[config.mk]
export PLATFORM = sky130hd
export DESIGN_NAME = hazard_ctrl_unit
export DESIGN_NICKNAME = d
export VERILOG_FILES = /design/src/rtl/hazard_pkg.sv /design/src/rtl/fwd_unit.sv /design/src/rtl/hazard_ctrl_unit.sv
export SDC_FILE = /design/constraint.sdc
export NUM_CORES = 1
export LEC_CHECK = 0
export CAP_MARGIN = 5
export CORE_MARGIN = 2
export CORE_UTILIZATION = 45
export CTS_BUF_LIST = sky130_fd_sc_hd__clkbuf_8
export DETAILED_ROUTE_END_ITERATION = 7
export GPL_TIMING_DRIVEN = 0
export PLACE_DENSITY = 0.81
export SYNTH_ARGS = -nofsm -noshare
export SYNTH_HDL_FRONTEND = slang
export SYNTH_HIERARCHICAL = 1
export SYNTH_SLANG_ARGS = --single-unit
[constraint.sdc]
create_clock -name CLK -period 3.4 [get_ports CLK]
set_input_delay 0.68 -clock CLK [delete_from_list [all_inputs] [get_ports CLK]]
set_output_delay 0.68 -clock CLK [all_outputs]
set_load 0.005 [all_outputs]
[src/rtl/hazard_pkg.sv]
// Shared types for the pipeline hazard controller: forwarding selects and FSM states.
package hazard_pkg;

    typedef enum logic [1:0] {
        FWD_NONE  = 2'b00,
        FWD_MEMWB = 2'b01,
        FWD_EXMEM = 2'b10
    } fwd_t;

    typedef enum logic [1:0] {
        RUN    = 2'b00,
        LSTALL = 2'b01,
        DWAIT  = 2'b10
    } hz_state_t;

    // Wide enough for LOAD_LAT-2 with LOAD_LAT up to 7.
    localparam int LCNT_W = 3;

endpackage

[src/rtl/fwd_unit.sv]
// Combinational EX-stage operand forwarding; the EX/MEM result is younger and wins over MEM/WB.
module fwd_unit
    import hazard_pkg::*;
#(
    parameter int REG_AW = 5
) (
    input  logic [REG_AW-1:0] ex_rs,
    input  logic [REG_AW-1:0] ex_rt,
    input  logic [REG_AW-1:0] exmem_rd,
    input  logic [REG_AW-1:0] memwb_rd,
    input  logic              exmem_regwen,
    input  logic              memwb_regwen,
    output fwd_t              fwd_a,
    output fwd_t              fwd_b
);

    function automatic fwd_t fwd_sel(
        input logic [REG_AW-1:0] src,
        input logic [REG_AW-1:0] em_rd,
        input logic              em_wen,
        input logic [REG_AW-1:0] mw_rd,
        input logic              mw_wen
    );
        fwd_t sel;
        sel = FWD_NONE;
        if (em_wen && (em_rd != '0) && (em_rd == src)) begin
            sel = FWD_EXMEM;
        end else if (mw_wen && (mw_rd != '0) && (mw_rd == src)) begin
            sel = FWD_MEMWB;
        end
        return sel;
    endfunction

    always_comb begin
        fwd_a = fwd_sel(ex_rs, exmem_rd, exmem_regwen, memwb_rd, memwb_regwen);
        fwd_b = fwd_sel(ex_rt, exmem_rd, exmem_regwen, memwb_rd, memwb_regwen);
    end

endmodule

[src/rtl/hazard_ctrl_unit.sv]
// Pipeline hazard controller: latch enables/flushes for load-use, data-memory wait and
// taken-branch hazards, EX forwarding selects and a saturating stall-cycle counter.
module hazard_ctrl_unit
    import hazard_pkg::*;
#(
    parameter int REG_AW   = 5,
    parameter int LOAD_LAT = 1,
    parameter int CNT_W    = 32
) (
    input  logic              CLK,
    input  logic              nRST,
    input  logic              ihit,
    input  logic              dhit,
    input  logic [REG_AW-1:0] ifid_rs,
    input  logic [REG_AW-1:0] ifid_rt,
    input  logic              ifid_use_rs,
    input  logic              ifid_use_rt,
    input  logic [REG_AW-1:0] idex_rd,
    input  logic              idex_memren,
    input  logic              idex_regwen,
    input  logic [REG_AW-1:0] ex_rs,
    input  logic [REG_AW-1:0] ex_rt,
    input  logic [REG_AW-1:0] exmem_rd,
    input  logic [REG_AW-1:0] memwb_rd,
    input  logic              exmem_regwen,
    input  logic              memwb_regwen,
    input  logic              exmem_memreq,
    input  logic              branch_taken,
    output logic              pc_en,
    output logic              ifid_en,
    output logic              idex_en,
    output logic              exmem_en,
    output logic              memwb_en,
    output logic              ifid_flush,
    output logic              idex_flush,
    output logic              memwb_flush,
    output fwd_t              fwd_a,
    output fwd_t              fwd_b,
    output logic [CNT_W-1:0]  stall_cycles
);

    localparam logic [LCNT_W-1:0] LCNT_INIT = LCNT_W'((LOAD_LAT > 1) ? (LOAD_LAT - 2) : 0);

    hz_state_t         state, nstate, eff;
    logic [LCNT_W-1:0] lcnt, nlcnt;
    logic              ret_ls, nret_ls;
    logic              lu, mm;
    logic              pc_r, ifid_r, idex_r, exmem_r, memwb_r;
    logic              ifid_fl_r, idex_fl_r, memwb_fl_r;
    fwd_t              fa_r, fb_r;

    fwd_unit #(.REG_AW(REG_AW)) u_fwd (
        .ex_rs        (ex_rs),
        .ex_rt        (ex_rt),
        .exmem_rd     (exmem_rd),
        .memwb_rd     (memwb_rd),
        .exmem_regwen (exmem_regwen),
        .memwb_regwen (memwb_regwen),
        .fwd_a        (fa_r),
        .fwd_b        (fb_r)
    );

    assign lu = idex_memren && idex_regwen && (idex_rd != '0) &&
                ((ifid_use_rs && (ifid_rs == idex_rd)) ||
                 (ifid_use_rt && (ifid_rt == idex_rd)));
    assign mm = exmem_memreq && !dhit;

    // DWAIT only freezes the pipeline; once dhit arrives we continue as the frozen state would.
    assign eff = (state == DWAIT) ? (ret_ls ? LSTALL : RUN) : state;

    always_ff @(posedge CLK or negedge nRST) begin
        if (!nRST) begin
            state  <= RUN;
            lcnt   <= '0;
            ret_ls <= 1'b0;
        end else begin
            state  <= nstate;
            lcnt   <= nlcnt;
            ret_ls <= nret_ls;
        end
    end

    always_comb begin
        nstate  = eff;
        nlcnt   = lcnt;
        nret_ls = 1'b0;
        if (mm) begin
            nstate  = DWAIT;
            nret_ls = (eff == LSTALL);
        end else if (branch_taken) begin
            nstate = RUN;
            nlcnt  = '0;
        end else if (eff == LSTALL) begin
            if (lcnt == '0) begin
                nstate = RUN;
            end else begin
                nlcnt = lcnt - LCNT_W'(1);
            end
        end else if (lu && (LOAD_LAT > 1)) begin
            nstate = LSTALL;
            nlcnt  = LCNT_INIT;
        end
    end

    always_comb begin
        pc_r       = 1'b1;
        ifid_r     = 1'b1;
        idex_r     = 1'b1;
        exmem_r    = 1'b1;
        memwb_r    = 1'b1;
        ifid_fl_r  = 1'b0;
        idex_fl_r  = 1'b0;
        memwb_fl_r = 1'b0;
        if (mm) begin
            pc_r       = 1'b0;
            ifid_r     = 1'b0;
            idex_r     = 1'b0;
            exmem_r    = 1'b0;
            memwb_fl_r = 1'b1;
        end else if (branch_taken) begin
            ifid_fl_r = 1'b1;
            idex_fl_r = 1'b1;
        end else if ((eff == LSTALL) || lu) begin
            // Holding IF/ID here also covers a concurrent fetch miss: the dependent
            // instruction must not be replaced by a bubble.
            pc_r      = 1'b0;
            ifid_r    = 1'b0;
            idex_fl_r = 1'b1;
        end else if (!ihit) begin
            pc_r      = 1'b0;
            ifid_fl_r = 1'b1;
        end
    end

    always_ff @(posedge CLK or negedge nRST) begin
        if (!nRST) begin
            stall_cycles <= '0;
        end else if (!pc_r && (stall_cycles != '1)) begin
            stall_cycles <= stall_cycles + CNT_W'(1);
        end
    end

    // Reset overrides every control output so the datapath latches stay frozen.
    assign pc_en       = nRST & pc_r;
    assign ifid_en     = nRST & ifid_r;
    assign idex_en     = nRST & idex_r;
    assign exmem_en    = nRST & exmem_r;
    assign memwb_en    = nRST & memwb_r;
    assign ifid_flush  = nRST & ifid_fl_r;
    assign idex_flush  = nRST & idex_fl_r;
    assign memwb_flush = nRST & memwb_fl_r;
    assign fwd_a       = nRST ? fa_r : FWD_NONE;
    assign fwd_b       = nRST ? fb_r : FWD_NONE;

endmodule

## Word level (Yosys, flattened, before mapping)

Cells that the tools add are included.

- Input bits: 47
- Output and inout bits: 44
- Word-level logic and storage cells: 78
- Register bits after elaboration: 38

- Add/sub/neg operators: 2
- Reduce and logical (&&, ||, !) cells: 23
- Equal/unequal tests: 10
- Bitwise logic cells: 7
- Mux-type cells: 32

Operators by type and width:

| cell | count |
|---|---|
| adder 32 x 1 -> 32 bit, second input constant | 1 |
| != test 32 bit, second input constant | 1 |
| == test 5 bit | 6 |
| 2-to-1 mux 1 bit | 20 |
| 2-to-1 mux 2 bit | 9 |
| nonzero test 5 bit | 3 |
| logical AND 1 bit | 13 |
| 2-to-1 mux 3 bit | 3 |
| bitwise AND 1 bit | 6 |
| zero test 3 bit | 1 |
| AND reduction 3 bit | 1 |
| subtractor 3 x 1 -> 3 bit, second input constant | 1 |
| == test 2 x 1 -> 1 bit, second input constant | 1 |
| == test 2 bit, second input constant | 1 |
| zero test 1 bit | 2 |
| logical OR 1 bit | 2 |
| != test 2 bit, second input constant | 1 |
| nonzero test 2 bit | 1 |
| inverter 1 bit | 1 |

## Longest topological paths before layout

Gate-level depths: netlist of run 1.

- Word-level depth: 10
- Mapped depth: 7
- Mapped depth without buffers: 7

## Cells and area by module

The synthesis of run 1 kept the hierarchy.

By module, submodules not included:

| module | seq. area each (µm²) | cells an instance | area an instance (µm²) | instances |
|---|---|---|---|---|
| hazard_ctrl_unit | 950.9 | 211 | 2178.3 | 1 |
| fwd_unit | 0.0 | 34 | 257.7 | 1 |

## Worst setup path before layout of run 1

OpenSTA, ideal clock, no wires.

- Kind: in2out
- Start point: in idex_rd[3]
- End point: out pc_en
- Setup slack: 0.898 ns
- Buffers on the path: 0
- Data required time: 2.720 ns
- Stages on the path: 6
- Data arrival time: 1.822 ns
- Path through: xor2_1 nor4_1 a32oi_1 o21ba_2 o21ai_0 nor2_1

- Word-level cells in the longest chain between the ends: 9
- Elaborated cells on any way between the ends: 13
- Those cells by class: eq/ne (2); mux (3); bitwise (1); reduce/logical (7)

Ends and longest elaborated chain:

| what | line | RTL |
|---|---|---|
| start: declaration | hazard_ctrl_unit.sv:18 | `input logic [REG_AW-1:0] idex_rd,` |
| == test 5 bit, on equally long branches | hazard_ctrl_unit.sv:64, hazard_ctrl_unit.sv:65 |  |
| logical AND 1 bit, on equally long branches | hazard_ctrl_unit.sv:64, hazard_ctrl_unit.sv:65 |  |
| logical OR 1 bit | hazard_ctrl_unit.sv:64 | `((ifid_use_rs && (ifid_rs == idex_rd)) \|\|` |
| logical AND 1 bit * | hazard_ctrl_unit.sv:63 | `assign lu = idex_memren && idex_regwen && (idex_rd != '0) &&` |
| logical OR 1 bit * | hazard_ctrl_unit.sv:123 | `end else if ((eff == LSTALL) \|\| lu) begin` |
| 2-to-1 mux 1 bit * | hazard_ctrl_unit.sv:123 |  |
| 2-to-1 mux 1 bit * | hazard_ctrl_unit.sv:120 | `end else if (branch_taken) begin` |
| 2-to-1 mux 1 bit * | hazard_ctrl_unit.sv:114 | `if (mm) begin` |
| bitwise AND 1 bit * | hazard_ctrl_unit.sv:144 | `assign pc_en = nRST & pc_r;` |
| end: declaration | hazard_ctrl_unit.sv:29 | `output logic pc_en,` |

Mark *: on every way between the ends. The rest lies on a longest branch, timed or not.

## Final worst setup path of run 1

- Start point: in idex_rd[4]
- End point: out ifid_flush

- Word-level cells in the longest chain between the ends: 9
- Elaborated cells on any way between the ends: 13
- Those cells by class: eq/ne (2); mux (3); bitwise (1); reduce/logical (7)

Ends and longest elaborated chain:

| what | line | RTL |
|---|---|---|
| == test 5 bit, on equally long branches | hazard_ctrl_unit.sv:64, hazard_ctrl_unit.sv:65 |  |
| logical AND 1 bit, on equally long branches | hazard_ctrl_unit.sv:64, hazard_ctrl_unit.sv:65 |  |
| logical OR 1 bit | hazard_ctrl_unit.sv:64 |  |
| logical AND 1 bit * | hazard_ctrl_unit.sv:63 |  |
| logical OR 1 bit * | hazard_ctrl_unit.sv:123 |  |
| 2-to-1 mux 1 bit * | hazard_ctrl_unit.sv:123 |  |
| 2-to-1 mux 1 bit * | hazard_ctrl_unit.sv:120 |  |
| 2-to-1 mux 1 bit * | hazard_ctrl_unit.sv:114 |  |
| bitwise AND 1 bit * | hazard_ctrl_unit.sv:149 | `assign ifid_flush = nRST & ifid_fl_r;` |
| end: declaration | hazard_ctrl_unit.sv:34 | `output logic ifid_flush,` |

Marked as above.

==> flow_summary.toml, run 1 <==
[status]
status = "finished clean"

[cts]
cts-root-buf = "clkbuf_8"
clock_path_buffers = 2
cts_tree = "built"
cts-buffers-inserted = 5
ctsHoldBuffers = 0
insertion_delay_ns = 0.29
clk_pin_slew_ns = 0.07
cts_sinks = 38
htreeDepth = 2

[worst_setup_path]
cpMaxStageDelayCell = "clkdlybuf4s50_1"
crit_chain = "clkdlybuf4s50_1 > xor2_1 > nor4_2 > a32oi_1 > o21ba_2 > o21ai_2 > a21oi_1 > clkdlybuf4s50_1"
crit_path_start_kind = "primary input"
critPathArrivalTime_ns = 2.66
path_max_fanout = 3
required_ns = 2.72
slowest_delay_ns = 0.47
crit_path_frequent_cell = "clkdlybuf4s50_1"
cp-end-kind = "output pin"
crit_type = "in2out"

[grt]
grt_pass1_vias = 2202
grt-ovfl-total = 0
grt_start_max_net_pins = 34
grt_use_total = 0.209
antenna_found_initial = 0
grt_pass1_wl_um = 10300

[synthesis]
synth-xor-area-share = 0.216
synth_seq_cells = 38
yosysSeqAreaShare = 0.390
synthMuxAreaShare = 0.00873
synth_top_family_by_area = "simple AND/OR/NAND/NOR gates"
netlist_instances = 245
synth_compound_area_frac = 0.0683
synth.distinct_cells = 43
synthSimpleGateAreaFrac = 0.270
yosys_warnings = 6
syn_avg_cell_area_um2 = 9.94
synth_nets = 295
synthAdderAreaFrac = 0.0154
netlist_area_um2 = 2440

[sta]
fmax_mhz = 299
fin_hold_ws_ns = 0.279
setup-violations-final = 0
slew_headroom = 0.520
post-route-min-period_ns = 3.34
setup_tns_ns = 0
finalHoldViolCount = 0
fin_crit_sh = 0.983
slew_violations = 0
worst_pin_slew_ns = 0.718
skew_ns = 0.00472
finalWorstSetupSlack_ns = 0.0584

[power]
intPower_uw = 850
ir_drop_uv = 385
p_seq_frac = 0.456
pwr-share-clk = 0.268
swShare = 0.282
p_per_area_nw_per_um2 = 332
p_comb_frac = 0.275
power_mw = 1.18
power_leakage_nw = 1.48
switching_power_uw = 333

[die]
start_util = 0.471
num_rows = 26
die-area_um2 = 6020
die_y_um = 77.6
io_pins = 91
coreArea_um2 = 5170
die-width_um = 77.6

[routing]
drt_wl_total_um = 6050
via_count = 2224
drt_iter0_markers = 82
avgRoutedWirePerCell_um = 14.5
drcViolationCount = 0
antenna_left = 0
viasPerCell = 5.35
dr.pass1.iters = 4

[hold_path]
hold_path_class = "in2async"

[finish]
area_delta_synth_final_pct = 46.1
stdcell_area_um2 = 3560
diodes = 0
drive_gt1_frac = 0.0867
nets = 395
postLayoutCoreUtil = 0.688
final_cells = 416

[place]
dp_slack_ns = -0.205
dpl-instance-area_um2 = 3440
gp_congestion = 0.833
dp_cells = 406
dp_hpwl_um = 4590
io_buffers = 90

[job]
maxCapViolCount = 0
[Yosys cell counts]
master    number  area (µm²)
and2_1        14        87.6
mux2_1         1        11.3
ha_1           3        37.5
nor3_1         2        10.0
nand4b_1       1        8.76
nand2_2        1        6.26
o21ba_2        1        10.0
or4_1          3        22.5
a21oi_2        1        8.76
a211oi_2       1        12.5
nor4_1         6        37.5
nor4b_1        4        35.0
inv_1          5        18.8
nand2_1       10        37.5
dfrtp_1       38         951
nand4_1       20         125
xnor2_1       43         377
mux2i_1        1        10.0
nand4_2        1        12.5
nand2b_1       2        12.5
a21oi_1        6        30.0
nor3b_1        1        7.51
nand3_1       12        60.1
o22ai_1        2        12.5
o21ai_2        1        8.76
buf_4          2        15.0
xor2_1        17         149
or3_4          1        11.3
nor4bb_1       1        10.0
nor2b_1        2        12.5
and2_0         2        12.5
a32oi_1        1        8.76
and3_1        14        87.6
o32ai_4        1        27.5
o21a_1         1        7.51
and4_4         2        22.5
clkbuf_1       1        3.75
o21ai_0        5        25.0
buf_2          1        5.00
and4_1         1        8.76
buf_6          3        33.8
nor2_1         8        30.0
a21boi_0       2        15.0
[worst paths after layout]
path	start	endpoint	slack [ns]	cells after the start
worst max-delay path	idex_rd[4]	ifid_flush	0.06	8
worst min-delay path	nRST	stall_cycles[20]	0.28	1
worst max register to register	state[0]	stall_cycles[19]	1.19	5
worst min register to register	stall_cycles[23]	stall_cycles[23]	0.49	1
max in group asynchronous	nRST	stall_cycles[6]	2.66	2
min in group CLK	stall_cycles[23]	stall_cycles[23]	0.49	1
[sequential cells by signal (all words and copies together) (netlist names)]
register      cells
ret_ls            1
lcnt              3
stall_cycles     32
state             2
[layout make-up]
type	instances	area, µm²
plain buffers	7	57.6
flip-flops and latches	38	951
multi-input cells	195	1420
inverters	5	18.8
fillers	405	1610
repair buffers	93	931
clock inverters	2	8.76
well taps	70	87.6
clock buffers	6	82.6
[worst max-delay path: cells and delay by family]
kind	cells	cell delay, ns
XOR/XNOR	1	0.20
AO/OA/AOI/OAI	4	0.62
buffers and inverters	2	0.92
AND/OR/NAND/NOR	1	0.25
[what timing repair did]
| action | CTS | global route |
|---|---|---|
| resized for setup | 9 | 4 |
| setup endpoints to repair | 6 | 4 |
| gates cloned | 0 | 0 |
| setup buffers | 1 | 1 |
| pin swaps | 3 | 2 |
[kinds of logic after synthesis]
family,after synthesis
flip-flops,38
XOR/XNOR,60
multiplexers,2
buffers and inverters,12
AO/OA/AOI/OAI,22
AND/OR/NAND/NOR,108
adder cells (fa/ha/maj),3
[layout by cell type, fill, tap and decap left out, drive strengths merged, types with 4 or more instances in the layout]
cell           count
clkdlybuf4s50     80
xnor2             43
dfrtp             38
nand4             21
xor2              17
and2              16
and3              14
nand3             12
nand2             11
buf               10
nor2               8
a21oi              7
clkbuf             7
inv                6
dlygate4sd2        6
nor4               6
o21ai              6
nor4b              4
[metal layers]
metal  GRT usage  vias to the layer above  routed length (µm)
met3      0.0477                        8                 364
met5           0                        -                   0
met2       0.357                       66                3010
met4      0.0482                        0                  64
met1       0.269                     1069                2610
li1            -                     1081                   -
[power by group through the flow]
stage	Sequential [mW]	Combinational [mW]	Clock, mW
2_1_floorplan	0.543	0.131	0
5_1_grt	0.548	0.355	0.343
3_5_place_dp	0.547	0.324	0
3_3_place_gp	0.545	0.317	0
6_report	0.540	0.326	0.317
4_1_cts	0.540	0.328	0.321
(Power assumes the default switching activity.)
==> run 2: changes to the inputs <==
Settings changed: CORE_MARGIN 2 to 4.
==> run 2 against run 1 <==
Maximum frequency up 1.3%. Highest routed layer unchanged. Hold slack improved by 0.0083 ns. Design area rose by 0.74%. Largest cell class unchanged. Critical endpoint is now fwd_a[0].
==> flow_summary.toml, run 2 (synthesis gave the netlist of run 1 again) <==
[power]
power_leakage_nw = 1.54
power_mw = 1.19
p_per_area_nw_per_um2 = 332
ir_drop_uv = 351

[die]
coreArea_um2 = 5170
die_y_um = 81.6
io_pins = 91
die-width_um = 81.6
start_util = 0.471
die-area_um2 = 6650
num_rows = 26

[cts]
clock_path_buffers = 2
insertion_delay_ns = 0.29
cts_tree = "built"
clk_pin_slew_ns = 0.08
cts-buffers-inserted = 5
cts_sinks = 38
htreeDepth = 2
cts-root-buf = "clkbuf_8"
ctsHoldBuffers = 0

[routing]
dr.pass1.iters = 4
avgRoutedWirePerCell_um = 14.8
viasPerCell = 5.28
via_count = 2190
drt_wl_total_um = 6120
drt_iter0_markers = 83
antenna_left = 0
drcViolationCount = 0

[status]
status = "finished clean"

[finish]
regMostFlops = "stall_cycles"
top_regs = "stall_cycles x32, lcnt x3, state x2"
fill_cells = 399
nets = 394
layout_common_cells = "clkdlybuf4s50_1 (76), xnor2_1 (43), dfrtp_1 (38), nand4_1 (20), xor2_1 (17)"
stdcell_area_um2 = 3590
largest_register_ffs = 32
area_delta_synth_final_pct = 47.2
layout_commonest_cell = "clkdlybuf4s50_1"
drive_gt1_frac = 0.0928
postLayoutCoreUtil = 0.693
final_cells = 415
diodes = 0

[place]
dp_cells = 406
dp_hpwl_um = 4670
dpl-instance-area_um2 = 3440
io_buffers = 90
dp_slack_ns = -0.198
gp_congestion = 0.803

[grt]
grt_use_total = 0.197
grt_start_max_net_pins = 33
grt_pass1_wl_um = 10300
grt_pass1_vias = 2287
antenna_found_initial = 0
grt-ovfl-total = 0

[sta]
finalHoldViolCount = 0
fin_hold_ws_ns = 0.288
fmax_mhz = 303
worst_pin_slew_ns = 0.670
skew_ns = 0.00688
setup_tns_ns = 0
slew_violations = 0
post-route-min-period_ns = 3.30
finalWorstSetupSlack_ns = 0.102
setup-violations-final = 0
slew_headroom = 0.553
rsz0062_at_grt = "false"
fin_crit_sh = 0.970

[hold_path]
hold_path_class = "in2async"

[worst_setup_path]
cpMaxStageDelayCell = "or4_1"
path_max_fanout = 3
critPathArrivalTime_ns = 2.62
slowest_delay_ns = 0.53
crit_type = "in2out"
cp-end-kind = "output pin"
required_ns = 2.72
crit_path_start_kind = "primary input"
crit_chain = "dlygate4sd2_1 > or4_1 > o21ai_2 > nor4_2 > nor4_1 > and2_1 > clkdlybuf4s50_1"

[job]
maxCapViolCount = 0
==> run 2: changes by cell type in the layout (fill, tap and decap cells not counted), sizes merged <==
cell | before | now
dlymetal6s2s | 3 | 8
dlygate4sd2 | 6 | 5
buf | 10 | 9
clkdlybuf4s50 | 80 | 76
==> run 2: where the power goes <==
group	leakage, nW	switching, mW	internal (mW)
combinational	0.969	0.133	0.198
sequential	0.515	0.0490	0.491
clock	0.0524	0.157	0.161
==> run 2: area by class of cell <==
type | instances | area [µm²] | share of cell area
multi-input combinational | 195 | 1440 | 0.402
sequential | 38 | 951 | 0.265
timing repair buffer | 92 | 937 | 0.261
tap | 70 | 87.6 | 0.0244
clock buffer | 6 | 82.6 | 0.0230
buffer | 7 | 57.6 | 0.0161
inverter | 5 | 18.8 | 0.00523
clock inverter | 2 | 8.76 | 0.00244
==> run 2: routing by layer <==
layer  track usage  share of wire
met5             0              0
met3        0.0471          0.075
met4        0.0581          0.013
met2         0.337           0.49
met1         0.245           0.42
==> run 2: path summary, 6_finish.rpt <==
| kind | from | endpoint | slack [ns] | cells past startpoint |
|---|---|---|---|---|
| min in group CLK | stall_cycles[29] | stall_cycles[29] | 0.49 | 1 |
| min | nRST | stall_cycles[30] | 0.29 | 1 |
| max in group asynchronous | nRST | stall_cycles[4] | 2.65 | 2 |
| min reg2reg | stall_cycles[29] | stall_cycles[29] | 0.49 | 1 |
| max | exmem_rd[4] | fwd_a[0] | 0.10 | 7 |
| max reg2reg | state[0] | stall_cycles[25] | 1.23 | 5 |
==> run 2: worst max-delay path: cells and delay by family <==
kind | cells | cell delay (ns)
buffers and inverters | 2 | 0.78
AOI/OAI and AO/OA | 1 | 0.19
and+or+nand+nor | 4 | 0.96
==> run 2: repair_timing <==
action	4_1_cts	5_1_grt
resized for setup	10	11
buffers inserted	1	0
pin swaps	3	4
gates cloned	0	0
endpoints found under the setup margin	6	5
